### config.mk
export PLATFORM = sky130hd
export DESIGN_NAME = mont_conv
export DESIGN_NICKNAME = d
export VERILOG_FILES = /design/src/rtl/ntt_pkg.sv /design/src/rtl/mont_conv_step.sv /design/src/rtl/mont_conv.sv
export SDC_FILE = /design/constraint.sdc
export NUM_CORES = 1
export LEC_CHECK = 0
export BUFFER_PORTS_ARGS = -buffer_cell sky130_fd_sc_hd__buf_2
export CAP_MARGIN = 20
export CORE_MARGIN = 2
export CORE_UTILIZATION = 51
export CTS_CLUSTER_SIZE = 30
export DETAILED_ROUTE_END_ITERATION = 10
export PLACE_DENSITY = 0.7
export SLEW_MARGIN = 20
export SYNTH_ARGS = -nofsm -noshare
export SYNTH_HDL_FRONTEND = slang
export SYNTH_SLANG_ARGS = --single-unit
### constraint.sdc
create_clock -name clk -period 7.65 [get_ports clk]
set_clock_uncertainty 0.15 [all_clocks]
set_input_delay 1.1475 -clock clk [delete_from_list [all_inputs] [get_ports clk]]
set_output_delay 1.1475 -clock clk [all_outputs]
set_load 0.05 [all_outputs]
### src/rtl/ntt_pkg.sv
// Shared NTT constants and types: modulus, Montgomery constants, converter FSM states.
package ntt_pkg;

  localparam int Q_K        = 13;
  localparam int Q_M        = 8;
  localparam int Q          = Q_K * (2 ** Q_M) + 1;
  localparam int DATA_WIDTH = 12;

  // 2^(2*width) mod q by repeated doubling, so no wide intermediate is needed.
  function automatic int mont_r2(input int q, input int width);
    longint r;
    r = 1;
    for (int i = 0; i < 2 * width; i++) begin
      r = (r * 2) % longint'(q);
    end
    return int'(r);
  endfunction

  localparam int MONT_R2 = mont_r2(Q, DATA_WIDTH);

  typedef enum logic [1:0] {
    IDLE,
    RUN,
    FIX,
    DONE
  } mont_conv_state_e;

endpackage

### src/rtl/mont_conv_step.sv
// One radix-2 Montgomery iteration: next_s = (s + b*a [+ Q if odd]) / 2.
module mont_conv_step
  import ntt_pkg::*;
#(
  parameter int DATA_WIDTH = ntt_pkg::DATA_WIDTH
) (
  input  logic [DATA_WIDTH+1:0] s,
  input  logic [DATA_WIDTH-1:0] a,
  input  logic                  b,
  output logic [DATA_WIDTH+1:0] s_next
);

  localparam int SW = DATA_WIDTH + 2;
  localparam logic [SW-1:0] Q_S = SW'(Q);

  logic [SW-1:0] t;

  // NOTE: blocking assignments inside always_comb, with every target given a value first, keep this purely combinational with no latch.
  always_comb begin
    t = s + (b ? {2'b00, a} : '0);
    if (t[0]) begin
      t = t + Q_S;
    end
    s_next = {1'b0, t[SW-1:1]};
  end

endmodule

### src/rtl/mont_conv.sv
// Bit-serial Montgomery domain converter: x*R mod Q (to) or x*R^-1 mod Q (from), R = 2^WIDTH.
module mont_conv
  import ntt_pkg::*;
#(
  parameter int DATA_WIDTH = ntt_pkg::DATA_WIDTH,
  parameter int WIDTH      = DATA_WIDTH
) (
  input  logic                  clk,
  input  logic                  rst,
  input  logic                  in_valid,
  output logic                  in_ready,
  input  logic [DATA_WIDTH-1:0] in_data,
  input  logic                  in_to_mont,
  output logic                  out_valid,
  input  logic                  out_ready,
  output logic [DATA_WIDTH-1:0] out_data
);

  localparam int CW = (WIDTH > 1) ? $clog2(WIDTH) : 1;
  localparam int SW = DATA_WIDTH + 2;
  localparam logic [SW-1:0]    Q_S  = SW'(Q);
  localparam logic [CW-1:0]    LAST = CW'(WIDTH - 1);
  localparam logic [WIDTH-1:0] R2   =
    WIDTH'((WIDTH == DATA_WIDTH) ? MONT_R2 : mont_r2(Q, WIDTH));

  mont_conv_state_e      state;
  logic [DATA_WIDTH-1:0] a;
  logic [WIDTH-1:0]      b;
  logic [SW-1:0]         s;
  logic [SW-1:0]         s_next;
  logic [CW-1:0]         cnt;

  mont_conv_step #(
    .DATA_WIDTH(DATA_WIDTH)
  ) u_step (
    .s     (s),
    .a     (a),
    .b     (b[cnt]),
    .s_next(s_next)
  );

  assign in_ready = (state == IDLE);

  // NOTE: reset is synchronous, so it lives inside the clocked block; all state uses non-blocking assignments.
  always_ff @(posedge clk) begin
    if (rst) begin
      state     <= IDLE;
      a         <= '0;
      b         <= '0;
      s         <= '0;
      cnt       <= '0;
      out_valid <= 1'b0;
      out_data  <= '0;
    end else begin
      case (state)
        IDLE: begin
          if (in_valid) begin
            a     <= in_data;
            b     <= in_to_mont ? R2 : WIDTH'(1);
            s     <= '0;
            cnt   <= '0;
            state <= RUN;
          end
        end
        RUN: begin
          s   <= s_next;
          cnt <= cnt + 1'b1;
          if (cnt == LAST) begin
            state <= FIX;
          end
        end
        FIX: begin
          // S < 2Q, so a single conditional subtract fully reduces.
          out_data  <= (s >= Q_S) ? DATA_WIDTH'(s - Q_S) : DATA_WIDTH'(s);
          out_valid <= 1'b1;
          state     <= DONE;
        end
        DONE: begin
          if (out_ready) begin
            out_valid <= 1'b0;
            state     <= IDLE;
          end
        end
        default: state <= IDLE;
      endcase
    end
  end

endmodule

==> metrics.txt, run 1 <==
status finished clean; Worst EP required 7690 ps; Buffers on Ports 30; number of DRC markers in iteration 0 136; fraction of registers with async set/reset 0; hpwl dp 5020 um; total grt overflow 0; Mapped Area 3120 um2; Reg clk slew, reported paths 90 ps; share of Yosys cell area claimed by the top area cell type 0.295; Synth area leader dfxtp_1; Placed Cells 485; fmax 260 MHz; Slew @ Worst Pin 802 ps; max cap viols 0; worst endpoint data arrival time 3890 ps; layout cells sized above 1 0.127; pwr dens 252 nW/um2; DRC 0; final setup fails 0; worst-path maximum fanout 12; RSZ-0062 raised after global routing no; WL per Instance 13.3 um; GP Congestion 0.908; Post-synth top flop dfxtp_1; DR vias 2798; FF+latch count, synth 46; Synth Net Count 434; Rel. slew slack 0.465; Die W 82.3 um; WS Path Type flop to flop; CTS resizes 0; Post-synth EDFFs 0; fin crit period 3840 ps; Max Slew Vio Count 0; VDD IR max 0.000152 V; Final TNS setup 0 ps; Final Non-Filler Cells 493; Pleak 1.41 nW; top post-synthesis cells by area dfxtp_1 29%, ha_1 8.0%, nand2_1 6.0%; core area 5920 um2; nature of the critical path endpoint flop; CTS tree built; Post-Route WL 6560 um; TritonRoute pass-1 iters 4; Syn Inst Count 396; syn avg cell area 7.89 um2; global-route total usage across every layer 0.205; CP Launch Type flop; Vias/cell 5.68; first-pass GRT wire length 10900 um; Fin. Hold Viols 0; setup bufs post-CTS 0; synthesis-to-finish area growth 8.69%; Num CTS Buffers 5; vias in the first global route 2438; post-cts hold buffer count 0; synth unique cells 56; Syn. warnings 0; worst skew pair latency 310 ps; Die Height 82.3 um; fin crit share 0.502; worst hold-check path type flop to flop; Final nets 455; Seq/Total Area, Yosys 0.295; count leader, synth nand2_1; Site Rows 28; H-tree Lvls 2; antenna violations before repair 0; worst-case clock buffer depth 2; clk root buf clkbuf_8; most frequent cells after synthesis 50 x nand2_1, 46 x dfxtp_1, 42 x nor2_1; Final ANT Viol Nets 0; Ant. Diodes 0; IO Count 31; largest net degree at the start of global routing 44; Initial Util 0.528; CTS Sinks 46; Die Area 6770 um2
per-stage QoR:
step                      hold WS, ps  utilization  area [um2]  total power, W  setup slack [ps]
final                             303        0.574        3400        0.000856              3810
after global routing              323        0.574        3400        0.000920              3420
after CTS                         307        0.574        3400        0.000862              3790
after detailed placement          296        0.559        3310        0.000711              3790
after global placement            291        0.559        3310        0.000703              3900
after floorplan                   282            -        3120        0.000627              4350
per-layer routing:
layer | part of all wire | track usage | routed length, um | up-vias
li1 | - | - | - | 1464
met1 | 0.51 | 0.280 | 3330 | 1267
met2 | 0.44 | 0.322 | 2900 | 57
met3 | 0.034 | 0.0370 | 224 | 10
met4 | 0.016 | 0.0733 | 103 | 0
met5 | 0 | 0 | 0 | -
path summary, 6_finish.rpt:
path              startpoint  slack (ps)     to  cells past startpoint
hold reg to reg         a[5]         300   a[5]                      2
setup / recovery      cnt[0]        3810  s[11]                     14
hold / removal          a[5]         300   a[5]                      2
setup reg to reg      cnt[0]        3810  s[11]                     14
cell type report:
type | instances | area [um2]
timing repair buffer | 31 | 158
clock inverter | 2 | 13.8
multi-input combinational | 320 | 2090
clock buffer | 6 | 72.6
sequential | 46 | 921
inverter | 13 | 48.8
tap | 75 | 93.8
fill | 595 | 2520
cell usage in the layout (no fill, tap or decap), types with 3 or more instances in the layout:
cell	netlist	final
a211oi_1	15	15
nand2b_1	5	5
xnor2_1	16	16
nor3b_1	5	5
inv_1	13	13
and2_1	14	14
nand4_1	4	4
mux2i_1	4	4
a221oi_1	3	3
a21o_1	6	6
a31oi_1	4	4
clkbuf_8	0	5
nand3_1	9	9
or3b_2	3	3
dfxtp_1	46	46
buf_2	2	30
nor2b_1	4	4
nor2_1	42	42
nor4_1	3	3
and3_1	5	5
nand2_1	50	50
nor3_1	4	4
o21ai_0	17	17
a22oi_1	10	10
o211ai_1	4	4
a21oi_1	29	29
xor2_1	12	12
ha_1	20	20
flip-flops by register name (all words and copies together), names as in the netlist:
register and count:
a 12, b 2, cnt 4, out_data 12
out_valid 1, s 13, state 2
where the power goes:
part	leakage, nW	internal, W	switching [W]
clock	0.0452	0.0000646	0.0000873
sequential	0.374	0.000286	0.0000291
combinational	0.988	0.000115	0.000274
total	1.41	0.000465	0.000390
cell families after synthesis:
group / count (synthesis) / share of synthesized area
compound gates: 107 / 0.237
xor+xnor: 28 / 0.0785
fa+ha+maj: 21 / 0.0865
buf+inv: 30 / 0.0368
flops: 46 / 0.295
mux: 4 / 0.0128
simple gates: 160 / 0.254
worst max-delay path, stage by stage, from the launching register on:
cell	delay, ps
dfxtp_1	370
xor2_1	180
o31ai_1	200
a32o_1	330
and2_1	180
ha_1	190
inv_1	70
fa_1	440
nand2b_1	210
a2111oi_2	440
nor3b_1	120
nor3b_2	360
nand2_1	150
o2111ai_1	220
o211ai_1	110
No activity file was read; power rests on OpenSTA's default activity.
==> run 2, diff against run 1 <==
clock period = 3.9 ns   (was 7.65 ns; I/O delays follow)
==> run 2 against run 1 <==
Non-clock buffer count rose by 3. Global-route usage rose by 0.56 points. Hold slack improved by 2.0 ps. Clock power rose by 140%. Combinational power rose by 100%. First-iteration DRC count rose by 8.1%. Worst setup slack got worse by 3500 ps. Power rose by 110%. Sequential power rose by 96%. Sequential share of layout area fell by 0.60 points. Largest cell class unchanged. Highest routed layer unchanged.
==> metrics.txt, run 2 (synthesis gave the netlist of run 1 again) <==
Largest Register s (unchanged); clk root buf clkbuf_8 (unchanged); critical-path cell with the highest stage delay a221oi_1 (was fa_1); worst skew pair latency 310 ps (about the same); hold path endpoint a[10] (was a[5]); hold path depth 2 (unchanged); r2r setup slk 290 ps (was 3810 ps); fin crit share 0.925 (was 0.502); GP Congestion 0.937 (was 0.908); worst hold-check path type flop to flop (unchanged); vias in the first global route 2401 (was 2438); Die W 82.3 um (unchanged); CTS Sinks 46 (unchanged); pwr dens 507 nW/um2 (was 252 nW/um2); Num CTS Buffers 5 (unchanged); register area 921 um2 (unchanged); launch point of the worst hold path a[10] (was a[5]); Slew @ Worst Pin 825 ps (was 802 ps); Die Area 6770 um2 (unchanged); Die Height 82.3 um (unchanged); Rel. slew slack 0.450 (was 0.465); CP cell instances xor2_1, o31ai_1, a32o_1, buf_4, and2_1, ha_1, o21ai_0, a221oi_1, a21oi_1, xor2_1, a21oi_1, o2111ai_1, o211ai_1 (was xor2_1, o31ai_1, a32o_1, and2_1, ha_1, inv_1, fa_1, nand2b_1, a2111oi_2, nor3b_1, nor3b_2, nand2_1, o2111ai_1, o211ai_1); area of the multi-input gates 2120 um2 (was 2090 um2); DR vias 2833 (was 2798); global-route total usage across every layer 0.210 (was 0.205); max reg flops 13 (unchanged); Max Slew Vio Count 0 (unchanged); fmax 277 MHz (was 260 MHz); Top Registers s x13, a x12, out_data x12 (unchanged); fin crit period 3610 ps (was 3840 ps); worst-case clock buffer depth 2 (unchanged); WL per Instance 13.7 um (was 13.3 um); Ant. Diodes 0 (unchanged); final setup fails 0 (unchanged); Final nets 458 (was 455); total grt overflow 0 (unchanged); hpwl dp 5240 um (was 5020 um); largest net degree at the start of global routing 36 (was 44); IO Count 31 (unchanged); worst endpoint data arrival time 3640 ps (was 3890 ps); reg-to-reg endpoint s[11] (unchanged); Final TNS setup 0 ps (unchanged); R2R cell count 13 (was 14); antenna violations before repair 0 (unchanged); first-pass GRT wire length 11100 um (was 10900 um); synthesis-to-finish area growth 11.1% (was 8.69%); H-tree Lvls 2 (unchanged); post-layout util 0.586 (was 0.574); Buffers on Ports 30 (unchanged); DRC 0 (unchanged); nature of the critical path endpoint flop (unchanged); TritonRoute pass-1 iters 5 (was 4); post-cts hold buffer count 0 (unchanged); RSZ-0062 raised after global routing no (unchanged); R2R Path Start cnt[0] (unchanged); CP max stage delay 530 ps (was 440 ps); CP Launch Type flop (unchanged); number of DRC markers in iteration 0 147 (was 136); Fin. Hold Viols 0 (unchanged); status finished clean (unchanged); VDD IR max 0.000297 V (was 0.000152 V); WS Path Type flop to flop (unchanged); Reg clk slew, reported paths 90 ps (about the same); Vias/cell 5.71 (was 5.68); worst-path maximum fanout 11 (was 12); commonest non-fill, non-tap cell in the layout nand2_1 (unchanged); max cap viols 0 (unchanged); Final ANT Viol Nets 0 (unchanged); CTS tree built (unchanged); layout filler cell count 569 (was 595); setup bufs post-CTS 0 (unchanged); Pleak 1.44 nW (was 1.41 nW); Worst EP required 3940 ps (was 7690 ps); layout cells sized above 1 0.140 (was 0.127); most frequent cells in the layout 50 x nand2_1, 46 x dfxtp_1, 42 x nor2_1 (unchanged); Post-Route WL 6820 um (was 6560 um); core area 5920 um2 (unchanged); Site Rows 28 (unchanged); Initial Util 0.528 (unchanged)
## run 2: area by class of cell
type / instances / area share
repair buffers: 34 / 0.0519
clock buffers: 5 / 0.0198
inverters: 13 / 0.0141
clock inverters: 3 / 0.0126
flip-flops and latches: 46 / 0.265
well taps: 75 / 0.0270
multi-input cells: 320 / 0.609
## run 2: what timing repair did
action,4_1_cts,5_1_grt
endpoints found under the setup margin,0,3
resized for setup,0,4
endpoints found under the hold margin,0,0
## run 2: power by group
part | total (W) | internal, W | leakage, nW | switching, W
Sequential | 0.000618 | 0.000561 | 0.374 | 0.0000569
Clock | 0.000369 | 0.000192 | 0.0585 | 0.000176
Combinational | 0.000775 | 0.000231 | 1.01 | 0.000543
## run 2: layer usage
metal	global-route usage	wire (um)
met1	0.297	3390
met2	0.331	3000
met3	0.0391	341
met4	0.0500	93
met5	0	0
## run 2: through the flow
stage	setup slack [ps]	hold WS, ps	cells	area, um2	power [W]
2_1_floorplan	603	282	396	3120	0.00123
3_3_place_gp	380	290	488	3330	0.00138
3_5_place_dp	302	295	488	3330	0.00140
4_1_cts	273	309	496	3440	0.00177
5_1_grt	0.858	329	496	3470	0.00189
6_report	294	305	496	3470	0.00176
## run 2: worst max path at each step
stage / slack, ps / to / start
finish: 290 / s[11] / cnt[0]
global route: 0.9 / s[11] / cnt[3]
CTS: 270 / s[11] / cnt[0]
detailed placement: 300 / s[11] / cnt[0]
global placement: 380 / s[11] / cnt[0]
floorplan: 600 / s[11] / cnt[0]
## run 2: critical path: cells and delay by family (launching register included)
| kind | cells | cell delay (ps) |
|---|---|---|
| XOR/XNOR | 2 | 560 |
| adder cells (fa/ha/maj) | 1 | 420 |
| AO/OA/AOI/OAI | 8 | 1600 |
| AND/OR/NAND/NOR | 1 | 160 |
| buffers and inverters | 1 | 160 |
| flip-flops | 1 | 430 |
==> run 3, diff against run 2 <==
CORE_MARGIN = not set   (was 2)
MAX_ROUTING_LAYER = met4   (was not set)
SLEW_MARGIN = not set   (was 20)
==> run 3 against run 2 <==
Design area down 0.65%. Register-to-register slack about the same. Clock power about the same. Combinational power about the same. Non-clock buffer count down 1. Global-route usage up 2.3 points. Worst setup slack worse by 3.0 ps. Final cell count down 0.20%. Flip-flop and latch count unchanged. Maximum frequency about the same. Largest power group unchanged. Highest routed layer unchanged.
==> metrics.txt, run 3 (synthesis gave the netlist of run 1 again) <==
core area 5920 um2 (unchanged); Worst EP required 3950 ps (was 3940 ps); VDD IR max 0.000282 V (was 0.000297 V); Pleak 1.43 nW (was 1.44 nW); launch point of the worst hold path a[4] (was a[10]); Slew @ Worst Pin 808 ps (was 825 ps); worst-case clock buffer depth 2 (unchanged); worst skew pair latency 310 ps (about the same); DR vias 2864 (was 2833); Fin. Hold Viols 0 (unchanged); Rel. slew slack 0.461 (was 0.450); H-tree Lvls 2 (unchanged); global-route total usage across every layer 0.233 (was 0.210); most frequent cells in the layout 50 x nand2_1, 46 x dfxtp_1, 42 x nor2_1 (unchanged); R2R cell count 13 (unchanged); worst hold-check path type flop to flop (unchanged); RSZ-0062 raised after global routing no (unchanged); CTS Sinks 46 (unchanged); Reg clk slew, reported paths 90 ps (about the same); Final Non-Filler Cells 495 (was 496); commonest non-fill, non-tap cell in the layout nand2_1 (unchanged); worst endpoint data arrival time 3650 ps (was 3640 ps); reg-to-reg endpoint s[10] (was s[11]); Placed Cells 487 (was 488); Final TNS setup 0 ps (unchanged); final instance area 3450 um2 (was 3470 um2); number of DRC markers in iteration 0 129 (was 147); final setup fails 0 (unchanged); Final ANT Viol Nets 0 (unchanged); status finished clean (unchanged); Ant. Diodes 0 (unchanged); Num CTS Buffers 5 (unchanged); CTS tree built (unchanged); layout cells sized above 1 0.133 (was 0.140); Post-Route WL 6900 um (was 6820 um); fmax 277 MHz (about the same); synthesis-to-finish area growth 10.4% (was 11.1%); pwr dens 509 nW/um2 (was 507 nW/um2); vias in the first global route 2524 (was 2401); Buffers on Ports 30 (unchanged); hold path depth 2 (unchanged); max reg flops 13 (unchanged); TritonRoute pass-1 iters 4 (was 5); Site Rows 28 (unchanged); r2r setup slk 290 ps (about the same); Final Hold Slack 305 ps (about the same); Vias/cell 5.79 (was 5.71); nature of the critical path endpoint flop (unchanged); max cap viols 0 (unchanged); DP Area 3320 um2 (was 3330 um2); total grt overflow 0 (unchanged); Max Slew Vio Count 0 (unchanged); hold path endpoint a[4] (was a[10]); Top Registers s x13, a x12, out_data x12 (unchanged); antenna violations before repair 0 (unchanged); first-pass GRT wire length 11400 um (was 11100 um); Die Area 6440 um2 (was 6770 um2); WS Path Type flop to flop (unchanged); largest net degree at the start of global routing 44 (was 36); Die W 80.3 um (was 82.3 um); R2R Path Start cnt[0] (unchanged); clk root buf clkbuf_8 (unchanged); fin crit period 3610 ps (about the same); setup bufs post-CTS 0 (unchanged); fin crit share 0.925 (about the same); Die Height 80.3 um (was 82.3 um); WL per Instance 13.9 um (was 13.7 um); Largest Register s (unchanged); worst-path maximum fanout 11 (unchanged); post-cts hold buffer count 0 (unchanged); total power 0.00176 W (about the same); CP Launch Type flop (unchanged); Final nets 457 (was 458); hpwl dp 5290 um (was 5240 um); Initial Util 0.528 (unchanged); IO Count 31 (unchanged); DRC 0 (unchanged); GP Congestion 0.938 (was 0.937)
[run 3: final cells by class]
| type | count | area [um2] |
|---|---|---|
| clock buffer | 5 | 68.8 |
| inverter | 13 | 48.8 |
| sequential | 46 | 921 |
| tap | 75 | 93.8 |
| timing repair buffer | 33 | 173 |
| multi-input combinational | 320 | 2100 |
| clock inverter | 3 | 43.8 |
| fill | 570 | 2470 |
[run 3: critical path, stage by stage (launching register included)]
cell      delay (ps)
dfxtp_1          430
xor2_1           160
o31ai_1           80
a32o_1           220
buf_4            160
and2_1           160
ha_1             380
o21ai_0          230
or3b_2           540
a31oi_1          220
nand4_1          220
a21o_1           250
a211oi_1         200
o21ai_0          100
[run 3: power by group]
part / leakage (nW) / switching, W / internal (W) / total, W
combinational: 0.997 / 0.000542 / 0.000230 / 0.000772
sequential: 0.374 / 0.0000556 / 0.000561 / 0.000617
clock: 0.0585 / 0.000175 / 0.000192 / 0.000367
[run 3: per-layer routing]
metal / GRT usage / wire length (um) / up-vias / share of wire
li1: - / - / 1460 / -
met1: 0.287 / 3210 / 1289 / 0.46
met2: 0.372 / 3130 / 93 / 0.45
met3: 0.0489 / 390 / 22 / 0.057
met4: 0.0929 / 169 / 0 / 0.024
met5: - / 0 / - / 0
[run 3: how the worst max path moves through the flow]
stage / startpoint / slack, ps / endpoint / cells past startpoint
2_1_floorplan: cnt[0] / 600 / s[11] / 14
3_3_place_gp: cnt[0] / 370 / s[11] / 14
3_5_place_dp: cnt[0] / 280 / s[11] / 14
4_1_cts: cnt[0] / 250 / s[11] / 14
5_1_grt: cnt[0] / 40 / s[12] / 13
6_report: cnt[0] / 290 / s[10] / 13
[run 3: what timing repair did]
action,CTS,global route
endpoints found under the hold margin,0,0
resized for setup,0,1
setup endpoints to repair,0,2
[run 3: through the flow]
step / utilization / setup WS [ps]
final: 0.583 / 291
after global routing: 0.583 / 35.2
after CTS: 0.581 / 254
after detailed placement: 0.561 / 278
after global placement: 0.561 / 368
after floorplan: - / 603
